<file path="config.mk">
export PLATFORM = sky130hd
export DESIGN_NAME = mem_stage_flat
export DESIGN_NICKNAME = d
export VERILOG_FILES = /design/src/rtl/mem_stage_if.sv /design/src/rtl/mem_stage.sv /design/src/flat_wrapper.sv
export SDC_FILE = /design/constraint.sdc
export NUM_CORES = 1
export LEC_CHECK = 0
export ABC_AREA = 1
export CORE_MARGIN = 8
export CORE_UTILIZATION = 53
export CTS_CLUSTER_DIAMETER = 200
export CTS_CLUSTER_SIZE = 25
export DETAILED_ROUTE_END_ITERATION = 10
export PLACE_DENSITY = 0.88
export SLEW_MARGIN = 20
export SYNTH_ARGS = -nofsm -noshare
export SYNTH_HDL_FRONTEND = slang
export SYNTH_SLANG_ARGS = --single-unit
</file>
<file path="constraint.sdc">
create_clock -name clk -period 4.78 [get_ports clk]
set_clock_uncertainty 0.05 [all_clocks]
set_input_delay 0.956 -clock clk [delete_from_list [all_inputs] [get_ports clk]]
set_output_delay 0.956 -clock clk [all_outputs]
set_load 0.01 [all_outputs]
</file>
<file path="src/rtl/mem_stage_if.sv">
// Data-memory request/acknowledge bus between the memory stage (master)
// and the data memory (slave).
interface mem_stage_if;
  logic        req;
  logic        we;
  logic [31:0] addr;
  logic [31:0] wdata;
  logic [3:0]  wstrb;
  logic        ack;
  logic [31:0] rdata;

  modport master (output req, we, addr, wdata, wstrb, input ack, rdata);
  modport slave  (input req, we, addr, wdata, wstrb, output ack, rdata);
endinterface

</file>
<file path="src/rtl/mem_stage.sv">
// Memory-access stage: issues data-memory requests, formats load data and
// registers the result into the MEM/WB boundary.
//
// state | meaning
// IDLE  | accepting instructions from execute
// REQ   | access outstanding, waiting for ack or timeout
module mem_stage #(
  parameter int unsigned TIMEOUT = 256
) (
  input  logic        clk,
  input  logic        rst_n,
  input  logic        in_valid,
  input  logic [31:0] ALUResult,
  input  logic [31:0] readData2,
  input  logic [2:0]  funct3,
  input  logic        MemRead,
  input  logic        MemWrite,
  output logic        mem_stall,
  mem_stage_if.master dmem,
  output logic        out_valid,
  output logic [31:0] out_ALUResult,
  output logic [31:0] out_memReadData,
  output logic        out_fault
);

  typedef enum logic {IDLE, REQ} state_t;

  localparam logic [31:0] TO_LAST = TIMEOUT - 1;

  state_t      state;
  logic [31:0] tcnt;
  logic [31:0] lat_addr;
  logic [2:0]  lat_f3;
  logic        lat_load;

  logic        memop;
  logic        unsupported;
  logic        misaligned;
  logic        bad;
  logic        to_hit;
  logic [31:0] wdata_n;
  logic [3:0]  wstrb_n;

  function automatic logic [31:0] fmt_load(input logic [31:0] w,
                                           input logic [2:0] f3,
                                           input logic [1:0] a);
    logic [31:0] sh;
    logic [7:0]  b;
    logic [15:0] h;
    sh = w >> {a, 3'b000};
    b  = sh[7:0];
    h  = a[1] ? w[31:16] : w[15:0];
    case (f3)
      3'b000:  fmt_load = {{24{b[7]}}, b};
      3'b001:  fmt_load = {{16{h[15]}}, h};
      3'b100:  fmt_load = {24'd0, b};
      3'b101:  fmt_load = {16'd0, h};
      default: fmt_load = w;
    endcase
  endfunction

  assign memop = in_valid & (MemRead | MemWrite);

  always_comb begin
    unsupported = 1'b0;
    misaligned  = 1'b0;
    if (MemRead)
      unsupported = !(funct3 inside {3'b000, 3'b001, 3'b010, 3'b100, 3'b101});
    else
      unsupported = !(funct3 inside {3'b000, 3'b001, 3'b010});
    if (funct3[1:0] == 2'b01)
      misaligned = ALUResult[0];
    else if (funct3[1:0] == 2'b10)
      misaligned = |ALUResult[1:0];
  end

  assign bad = (MemRead & MemWrite) | unsupported | misaligned;

  // Lane replication lets the memory pick bytes purely from wstrb.
  always_comb begin
    wdata_n = readData2;
    wstrb_n = 4'b1111;
    case (funct3[1:0])
      2'b00: begin
        wdata_n = {4{readData2[7:0]}};
        wstrb_n = 4'b0001 << ALUResult[1:0];
      end
      2'b01: begin
        wdata_n = {2{readData2[15:0]}};
        wstrb_n = 4'b0011 << ALUResult[1:0];
      end
      default: ;
    endcase
  end

  assign to_hit = (TIMEOUT != 0) && (tcnt == TO_LAST);

  always_comb begin
    if (state == IDLE)
      mem_stall = memop & !bad;
    else
      mem_stall = !dmem.ack & !to_hit;
  end

  always_ff @(posedge clk or negedge rst_n) begin
    if (!rst_n) begin
      state           <= IDLE;
      tcnt            <= 32'd0;
      lat_addr        <= 32'd0;
      lat_f3          <= 3'd0;
      lat_load        <= 1'b0;
      dmem.req        <= 1'b0;
      dmem.we         <= 1'b0;
      dmem.addr       <= 32'd0;
      dmem.wdata      <= 32'd0;
      dmem.wstrb      <= 4'd0;
      out_valid       <= 1'b0;
      out_ALUResult   <= 32'd0;
      out_memReadData <= 32'd0;
      out_fault       <= 1'b0;
    end else begin
      case (state)
        IDLE: begin
          tcnt <= 32'd0;
          if (memop && !bad) begin
            state      <= REQ;
            dmem.req   <= 1'b1;
            dmem.we    <= MemWrite;
            dmem.addr  <= {ALUResult[31:2], 2'b00};
            dmem.wdata <= wdata_n;
            dmem.wstrb <= MemWrite ? wstrb_n : 4'd0;
            lat_addr   <= ALUResult;
            lat_f3     <= funct3;
            lat_load   <= MemRead;
            out_valid  <= 1'b0;
          end else if (in_valid) begin
            out_valid       <= 1'b1;
            out_ALUResult   <= ALUResult;
            out_memReadData <= 32'd0;
            out_fault       <= memop;
          end else begin
            out_valid <= 1'b0;
          end
        end
        REQ: begin
          if (dmem.ack || to_hit) begin
            state           <= IDLE;
            dmem.req        <= 1'b0;
            dmem.we         <= 1'b0;
            dmem.wstrb      <= 4'd0;
            out_valid       <= 1'b1;
            out_ALUResult   <= lat_addr;
            out_fault       <= !dmem.ack;
            out_memReadData <= (dmem.ack && lat_load) ?
                               fmt_load(dmem.rdata, lat_f3, lat_addr[1:0]) : 32'd0;
          end else begin
            tcnt      <= tcnt + 32'd1;
            out_valid <= 1'b0;
          end
        end
        default: state <= IDLE;
      endcase
    end
  end

endmodule

</file>
<file path="src/flat_wrapper.sv">
// flat-port wrapper written by rule: the top's interface ports become plain ports
module mem_stage_flat 
#(
  parameter int unsigned TIMEOUT = 256
)
  (clk, rst_n, in_valid, ALUResult, readData2, funct3, MemRead, MemWrite, mem_stall, out_valid, out_ALUResult, out_memReadData, out_fault, dmem_req, dmem_we, dmem_addr, dmem_wdata, dmem_wstrb, dmem_ack, dmem_rdata);
  mem_stage_if dmem_i ();
  input  logic clk;
  input  logic rst_n;
  input  logic in_valid;
  input  logic [31:0] ALUResult;
  input  logic [31:0] readData2;
  input  logic [2:0] funct3;
  input  logic MemRead;
  input  logic MemWrite;
  output logic mem_stall;
  output logic out_valid;
  output logic [31:0] out_ALUResult;
  output logic [31:0] out_memReadData;
  output logic out_fault;
  output wire logic [$bits(dmem_i.req)-1:0] dmem_req;
  output wire logic [$bits(dmem_i.we)-1:0] dmem_we;
  output wire logic [$bits(dmem_i.addr)-1:0] dmem_addr;
  output wire logic [$bits(dmem_i.wdata)-1:0] dmem_wdata;
  output wire logic [$bits(dmem_i.wstrb)-1:0] dmem_wstrb;
  input wire logic [$bits(dmem_i.ack)-1:0] dmem_ack;
  input wire logic [$bits(dmem_i.rdata)-1:0] dmem_rdata;
  assign dmem_req = dmem_i.req;
  assign dmem_we = dmem_i.we;
  assign dmem_addr = dmem_i.addr;
  assign dmem_wdata = dmem_i.wdata;
  assign dmem_wstrb = dmem_i.wstrb;
  assign dmem_i.ack = dmem_ack;
  assign dmem_i.rdata = dmem_rdata;
  mem_stage #(.TIMEOUT(TIMEOUT)) u_core (.clk(clk), .rst_n(rst_n), .in_valid(in_valid), .ALUResult(ALUResult), .readData2(readData2), .funct3(funct3), .MemRead(MemRead), .MemWrite(MemWrite), .mem_stall(mem_stall), .dmem(dmem_i), .out_valid(out_valid), .out_ALUResult(out_ALUResult), .out_memReadData(out_memReadData), .out_fault(out_fault));
endmodule
</file>
**After elaboration in Yosys (flattened, before gate mapping)**

Index checks and enable logic that the tools add are counted.
W data, S select, Z words.

- Reduce and logical (&&, ||, !) cells: 17
- Add/sub/neg operators: 1
- Multiplexer cells: 39
- Eq/ne operators: 15
- Bitwise operators: 8
- Shift-type cells: 3

Operators with widths:

| cell | count |
|---|---|
| $mux W32 | 8 |
| $pmux W32 S2 | 4 |
| $pmux W32 S4 | 1 |
| $add A32 B1 Y32 const B | 1 |
| $eq A32 B8 Y1 const B | 1 |
| $shr A32 B5 Y8 | 1 |
| $mux W16 | 1 |
| $pmux W4 S2 | 2 |
| $mux W1 | 15 |
| $eq A3 B3 Y1 const B | 4 |
| $mux W4 | 3 |
| $ne A2 B2 Y1 const B | 5 |
| $pmux W1 S2 | 5 |
| $eq A3 B1 Y1 const B | 2 |
| $logic_not A3 Y1 | 2 |
| $logic_not A1 Y1 | 5 |
| $reduce_bool A5 Y1 | 1 |
| $and A1 B1 Y1 | 4 |
| $reduce_and A2 Y1 | 2 |
| $shl A1 B2 Y4 const A | 1 |
| $shl A2 B2 Y4 const A | 1 |
| $eq A3 B2 Y1 const B | 1 |
| $or A1 B1 Y1 | 3 |
| $reduce_and A3 Y1 | 1 |
| 8 further kinds | 9 |

- Register bits after elaboration: 203
- Logic and storage cells: 97
- Input port bits: 105

**Longest topological paths before layout**

Gate-level depths: netlist (run 1).

- Depth after elaboration: 10
- Depth in mapped cells: 12
- Gate-level depth less buffers: 11

**Least setup slack after synthesis (run 1)**

OpenSTA, ideal clock, no wires.

- Path kind: input to output
- From: input port funct3[1]
- To: output port mem_stall
- Required time: 3.774 ns
- Arrival: 1.980 ns
- Stages: 8
- Slack: 1.794 ns
- Cell sequence: inv_2 nand3_1 nand2_1 nor2_1 nand3_1 buf_2 clkbuf_1 nand2_1

- Word-level cells in the longest chain between the ends: 9
- Elaborated cells between the ends (all ways): 19
- Those cells by class: eq/ne: 6; mux: 4; bitwise: 3; reduce/logical: 6

RTL lines:

| what | RTL line | source |
|---|---|---|
| start: declaration | flat_wrapper.sv:13 | `input logic [2:0] funct3;` |
| $eq A3 B1 Y1 (tied with other cells) | mem_stage.sv:68, mem_stage.sv:70 |  |
| $reduce_bool A5 Y1 or $reduce_bool A3 Y1 (tied branches) | mem_stage.sv:68, mem_stage.sv:70 |  |
| $logic_not A1 Y1, on equally long branches | mem_stage.sv:68, mem_stage.sv:70 |  |
| $mux W1 | mem_stage.sv:67 | `if (MemRead)` |
| $or A1 B1 Y1 | mem_stage.sv:77 | `assign bad = (MemRead & MemWrite) \| unsupported \| misaligned;` |
| $or A1 B1 Y1 * | mem_stage.sv:77 |  |
| $logic_not A1 Y1 * | mem_stage.sv:100 | `mem_stall = memop & !bad;` |
| $and A1 B1 Y1 * | mem_stage.sv:100 |  |
| $mux W1 * | mem_stage.sv:99 | `if (state == IDLE)` |
| end: declaration | flat_wrapper.sv:16 | `output logic mem_stall;` |

Mark *: on every way between the ends. The rest lies on a longest branch, timed or not.

**Final worst setup path (run 1)**

Ends and elaborated chain as after synthesis.

==> results.cfg, run 1 <==
[outcome]
status = completed

[critical_path]
crit_path_start_kind = input pin
critPathMaxFanout = 19
regToRegEndpoint = u_core.out_ALUResult[18]
end_kind = output pin
crit_chain = clkdlybuf4s50_1 -> inv_2 -> nand3_1 -> nand2_1 -> nor2_1 -> nand3_4 -> nand2_1 -> clkdlybuf4s50_1
reg2reg_slack_ns = 1.91
critPathTopFamily = buffers and inverters
crit_buf_inv = 3
path_class = input pin to output pin
max_stage_delay_ns = 0.70
r2r-start = u_core.state
cpMaxStageDelayCell = clkdlybuf4s50_1
critPathRequiredTime_ns = 3.77
cp.arrival_ns = 3.16
r2r_cells = 8

[drt]
first_iter_violations = 877
met2_length_mm = 13.8
firstDrtPassIters = 6
top_layer = met4
routed-via-count = 9132
avgViaCountPerCell = 5.42
wl_met3_mm = 2.87
route.detailed.drc = 0
wl_met1_mm = 11.2
routedWlPerCell_um = 17.1
postRouteAntennaNets = 0
wl_mm = 28.8

[sta]
period_share = 0.872
relSlewSlack = 0.358
max_freq_mhz = 240
min_period_ns = 4.17
hold_viol_final = 0
setup-tns-final_ns = 0
setup_violations = 0
slew_viol_final = 0
grt_setup_unrepaired = no
tightestPinTransition_ns = 0.962

[logic_synthesis]
syn_area_per_cell_um2 = 7.27
syn_area_um2 = 9250
synth_seq_cells = 173
synth_top_family_by_area = simple AND/OR/NAND/NOR gates
synth_compound_area_frac = 0.0952
synth.area.top_cells = dfrtp_1 47%, nand2_1 20%, o21ai_0 5.4%, nor2_1 4.7%, inv_1 3.5%
synth-xor-area-share = 0.00947
yosysSeqAreaShare = 0.468
muxShareOfSynthArea = 0
yosysUniqueCellTypes = 32
synth_top_area_share = 0.468
netlist_instances = 1273
yosysTopAreaCell = dfrtp_1
synth_fa_ha_area_frac = 0.00135
ys_warn_count = 0
synth-main-ff-cell = dfrtp_1
synth-edff-count = 0
synthSimpleGateAreaFrac = 0.330
synthArstFlopShare = 1.00

[cts]
ctsRootBufferMaster = clkbuf_16
post_cts_resized = 0
cts_made_buffers = 17
clock-sinks = 173
cts.htree.levels = 4
cts_tree = done
worstSkewPairLatency_ns = 0.43
cts.clk_slew.worst_paths_ns = 0.06
ctsHoldBuffers = 0
post_cts_buffers = 0
clk_path_buf_depth = 2

[worst_hold_path]
min_to = u_core.out_ALUResult[15]
hp-class = register to register
min_from = u_core.out_ALUResult[15]
holdPathStages = 2

[floorplan]
die_x_um = 148
fp.dieH_um = 148
start_util = 0.538
io_pins = 242
rows = 48
dieArea_um2 = 21900
core-area_um2 = 17200

[global_routing]
grt_pass1_wl_mm = 45.7
grt_pass1_vias = 9000
grt_max_degree = 92
grt_usage = 0.259
gr-total-overflow = 0
antenna_found_initial = 0

[pwr]
power.density_nw_per_um2 = 374
p_leak_uw = 0.00586
max-vdd-ir-drop_mv = 0.270

[finish]
regArea_um2 = 4330
num_antenna_cells = 0
fin_area_um2 = 12100
layout.nets = 1555
synthToLayoutAreaGrowth_pct = 30.5
instances_no_fill = 1685
drive_above_1_share = 0.0534
fill_cells = 1331
multi_input_area_um2 = 4050

[flow_run]
drv_cap = 0

[place]
dp.cells = 1655
place_area_um2 = 11500
dpl.hpwl_mm = 20.6
place_congestion = 0.925
numPortBuffers = 239
-- synth_stat cells, types with 2 or more instances --
master and instances:
o21ai_1 9, a21oi_1 37, nand2_1 497, clkbuf_1 36
buf_1 5, o211ai_1 14, nand4_1 52, buf_6 5
inv_1 87, nor2_1 116, nand3_1 40, o21ai_0 100
buf_2 12, buf_4 35, inv_2 7, nor3_1 2
nand3_2 2, nand2_2 11, dfrtp_1 173, xor2_1 10
or2_2 12
-- state kept, by name (all words and copies together), names as in the netlist, 3 cells and up --
register,count
u_core.lat_f3,3
u_core.dmem.wstrb,4
u_core.out_ALUResult,32
u_core.lat_addr,31
u_core.out_memReadData,32
u_core.tcnt,32
u_core.dmem.wdata,32
-- worst reg2reg max path: cells and delay by family, from the launching register on --
family / cells / cell delay (ns)
buf+inv: 4 / 1.42
simple gates: 4 / 0.91
flops: 1 / 0.36
-- routing by layer --
layer / global-route usage / vias up
met3: 0.0936 / 59
li1: - / 4358
met2: 0.428 / 389
met1: 0.306 / 4326
met4: 0.0948 / 0
met5: 0 / -
-- power breakdown --
| part | total [uW] | switching, uW | leakage, uW | internal, uW |
|---|---|---|---|---|
| combinational | 1300 | 679 | 0.00335 | 623 |
| clock | 1340 | 581 | 0.000269 | 757 |
| sequential | 1880 | 176 | 0.00224 | 1700 |
-- how the worst max path moves through the flow --
stage                    from         to  slack (ns)  cells after the start
CTS                 funct3[1]  mem_stall        0.62                      8
finish              funct3[1]  mem_stall        0.61                      8
floorplan           funct3[1]  mem_stall        1.79                      8
detailed placement  funct3[1]  mem_stall        0.62                      8
global route        funct3[1]  mem_stall        0.45                      8
global placement    funct3[1]  mem_stall        0.68                      8
-- placed cells by master (no fill, tap or decap), types with 3 or more instances in the layout --
| cell type | count |
|---|---|
| xor2_1 | 10 |
| dfrtp_1 | 173 |
| buf_4 | 8 |
| clkbuf_16 | 17 |
| clkdlybuf4s50_1 | 238 |
| nand2_1 | 497 |
| nand4_1 | 52 |
| o211ai_1 | 14 |
| a21oi_1 | 37 |
| nor2_1 | 116 |
| clkbuf_8 | 3 |
| nand2_2 | 11 |
| o21ai_0 | 100 |
| inv_2 | 7 |
| inv_1 | 87 |
| or2_2 | 12 |
| o21ai_1 | 9 |
| nand3_1 | 39 |
-- cells by family after synthesis --
kind of cell / count (synthesis)
compound gates: 165
other cells: 1
simple gates: 736
xor+xnor: 10
flops: 173
fa+ha+maj: 1
buf+inv: 187
-- per-stage QoR --
stage          setup WS, ns  power (uW)  hold slack [ns]   util
2_1_floorplan          1.79        2510            0.414      -
3_3_place_gp          0.680        3150            0.403  0.670
3_5_place_dp          0.620        3190            0.408  0.670
4_1_cts               0.621        4530            0.424  0.703
5_1_grt               0.451        4730            0.444  0.703
6_report              0.614        4520            0.422  0.703
-- area by class of cell --
cell class                      instances  area share
Multi-Input combinational cell        914       0.336
Inverter                               94      0.0292
Clock buffer                           22      0.0393
Clock inverter                          8     0.00705
Tap cell                              225      0.0233
Timing Repair Buffer                  249       0.207
Sequential cell                       173       0.359
Note: power is estimated with default switching activity, not from simulation.
==> run 2, diff against run 1 <==
--- a/config.mk
+++ b/config.mk
@@ -6,12 +6,11 @@
 export NUM_CORES = 1
 export LEC_CHECK = 0
 export ABC_AREA = 1
-export CORE_MARGIN = 8
-export CORE_UTILIZATION = 53
+export CORE_UTILIZATION = 50
 export CTS_CLUSTER_DIAMETER = 200
 export CTS_CLUSTER_SIZE = 25
 export DETAILED_ROUTE_END_ITERATION = 10
-export PLACE_DENSITY = 0.88
+export PLACE_DENSITY = 0.84
 export SLEW_MARGIN = 20
 export SYNTH_ARGS = -nofsm -noshare
 export SYNTH_HDL_FRONTEND = slang
==> constraint.sdc (replaced) <==
create_clock -name clk -period 3.96 [get_ports clk]
set_clock_uncertainty 0.05 [all_clocks]
set_input_delay 0.792 -clock clk [delete_from_list [all_inputs] [get_ports clk]]
set_output_delay 0.792 -clock clk [all_outputs]
set_load 0.01 [all_outputs]
==> run 2 against run 1 <==
Effect of this change:
- cell area rose by 0.98%
- utilization is 2.6 points lower
- clock-buffer cell count down 3
- critical endpoint unchanged
- sequential power grew 20%
- wire length down 5.4%
- sequential share of layout area fell by 0.35 points
- critical path depth decreased by 1
- highest routed layer unchanged
==> results.cfg, run 2 (synthesis results as in run 1) <==
[cts]
cts_made_buffers = 17
cts_tree = done
clk_path_buf_depth = 2
post_cts_resized = 0
cts.htree.levels = 4
ctsRootBufferMaster = clkbuf_16
post_cts_buffers = 0
clock-sinks = 173
worstSkewPairLatency_ns = 0.43
ctsHoldBuffers = 0
cts.clk_slew.worst_paths_ns = 0.07

[global_routing]
grt_max_degree = 97
grt_pass1_wl_mm = 44.2
grt_pass1_vias = 8669
grtUsageMet3 = 0.0821
antenna_found_initial = 0
globalRouteMet2Util = 0.482
grt_use_met1 = 0.356
top_usage_layer = met2
grt_usage = 0.290
gr-total-overflow = 0

[pwr]
power.density_nw_per_um2 = 460
swShare = 0.313
seqPwrFrac = 0.404
total_power_uw = 5610
max-vdd-ir-drop_mv = 0.347
power_frac_clock = 0.321
p_int_uw = 3850
comb_power_share = 0.276
p_leak_uw = 0.00593
switchingPower_uw = 1750

[place]
place_congestion = 0.902
dpl.hpwl_mm = 19.2
numPortBuffers = 239
place_area_um2 = 11600

[drt]
routedWlPerCell_um = 16.0
firstDrtPassIters = 6
postRouteAntennaNets = 0
avgViaCountPerCell = 5.35
route.detailed.drc = 0
first_iter_violations = 696
wl_mm = 27.2
routed-via-count = 9075

[floorplan]
core-area_um2 = 18000
io_pins = 242
fp.dieH_um = 138
die_x_um = 138
start_util = 0.513
dieArea_um2 = 19000
rows = 49

[finish]
fin_util = 0.676
layout_common_cells = 497 x nand2_1, 238 x clkdlybuf4s50_1, 173 x dfrtp_1
synthToLayoutAreaGrowth_pct = 31.8
drive_above_1_share = 0.0599
layout.nets = 1561
final_common_cell = nand2_1
num_antenna_cells = 0
fin_area_um2 = 12200

[sta]
max_freq_mhz = 284
grt_setup_unrepaired = no
setup-tns-final_ns = 0
min_period_ns = 3.53
tightestPinTransition_ns = 0.950
setup_violations = 0
period_share = 0.891
hold_viol_final = 0
relSlewSlack = 0.366
slew_viol_final = 0

[critical_path]
max_stage_delay_ns = 0.62
crit_chain = clkdlybuf4s50_1 -> inv_2 -> nand2_1 -> o21ai_0 -> nand3_4 -> nand2_1 -> clkdlybuf4s50_1
crit_path_start_kind = input pin
cpMaxStageDelayCell = clkdlybuf4s50_1
end_kind = output pin
crit_buf_inv = 3
path_class = input pin to output pin
cp.arrival_ns = 2.68
critPathMaxFanout = 5
critPathRequiredTime_ns = 3.12
critPathTopFamily = buffers and inverters

[outcome]
status = completed

[flow_run]
drv_cap = 0

[worst_hold_path]
hp-class = input pin to async pin
==> run 2: cell count changes in the layout (fill, tap and decap cells not counted) <==
cell	delta
buf_4	+6
bufinv_16	+2
clkbuf_1	-2
clkbuf_8	-1
clkinv_2	+1
clkinvlp_4	-2
inv_6	+2
inv_8	+2
==> run 2: final cells by class <==
cell class | count | area, um2
Multi-Input combinational cell | 914 | 4050
Tap cell | 229 | 287
Clock inverter | 13 | 175
Sequential cell | 173 | 4330
Fill cell | 1513 | 5840
Clock buffer | 19 | 453
Inverter | 94 | 353
Timing Repair Buffer | 255 | 2540
==> run 2: per-stage QoR <==
| step | hold WS [ns] | setup slack (ns) | cells |
|---|---|---|---|
| floorplan | 0.414 | 1.30 | 1274 |
| global route | 0.442 | 0.358 | 1697 |
| detailed placement | 0.408 | 0.424 | 1665 |
| global placement | 0.404 | 0.444 | 1665 |
| finish | 0.419 | 0.433 | 1697 |
| CTS | 0.425 | 0.423 | 1697 |
==> run 2: worst paths after layout <==
kind                                     startpoint                  endpoint  slack, ns  cells past startpoint
setup / recovery                       ALUResult[1]                 mem_stall       0.43                      7
hold / removal                                rst_n            u_core.tcnt[5]       0.42                      1
setup reg to reg                     u_core.tcnt[0]  u_core.out_ALUResult[15]       1.16                     12
hold reg to reg            u_core.out_ALUResult[20]  u_core.out_ALUResult[20]       0.42                      2
max in group asynchronous                     rst_n           u_core.dmem.req       2.56                      2
min in group clk           u_core.out_ALUResult[20]  u_core.out_ALUResult[20]       0.42                      2
==> run 2: power groups by stage <==
stage | clock network, uW | logic, uW | registers [uW]
6_report | 1800 | 1550 | 2260
2_1_floorplan | 0 | 711 | 2320
4_1_cts | 1810 | 1560 | 2260
5_1_grt | 1880 | 1690 | 2290
3_3_place_gp | 0 | 1510 | 2280
3_5_place_dp | 0 | 1550 | 2280
==> run 2: routing by layer <==
layer / wire length [um] / up-vias
li1: - / 4398
met1: 10900 / 4260
met2: 13100 / 371
met3: 2330 / 46
met4: 809 / 0
met5: 0 / -
==> run 3, diff against run 2 <==
--- a/config.mk
+++ b/config.mk
@@ -6,6 +6,7 @@
 export NUM_CORES = 1
 export LEC_CHECK = 0
 export ABC_AREA = 1
+export ABC_CLOCK_PERIOD_IN_PS = 3960
 export CORE_UTILIZATION = 50
 export CTS_CLUSTER_DIAMETER = 200
 export CTS_CLUSTER_SIZE = 25
==> results of run 3 <==
No change in the layout: final DEF, timing and power equal those of run 2.
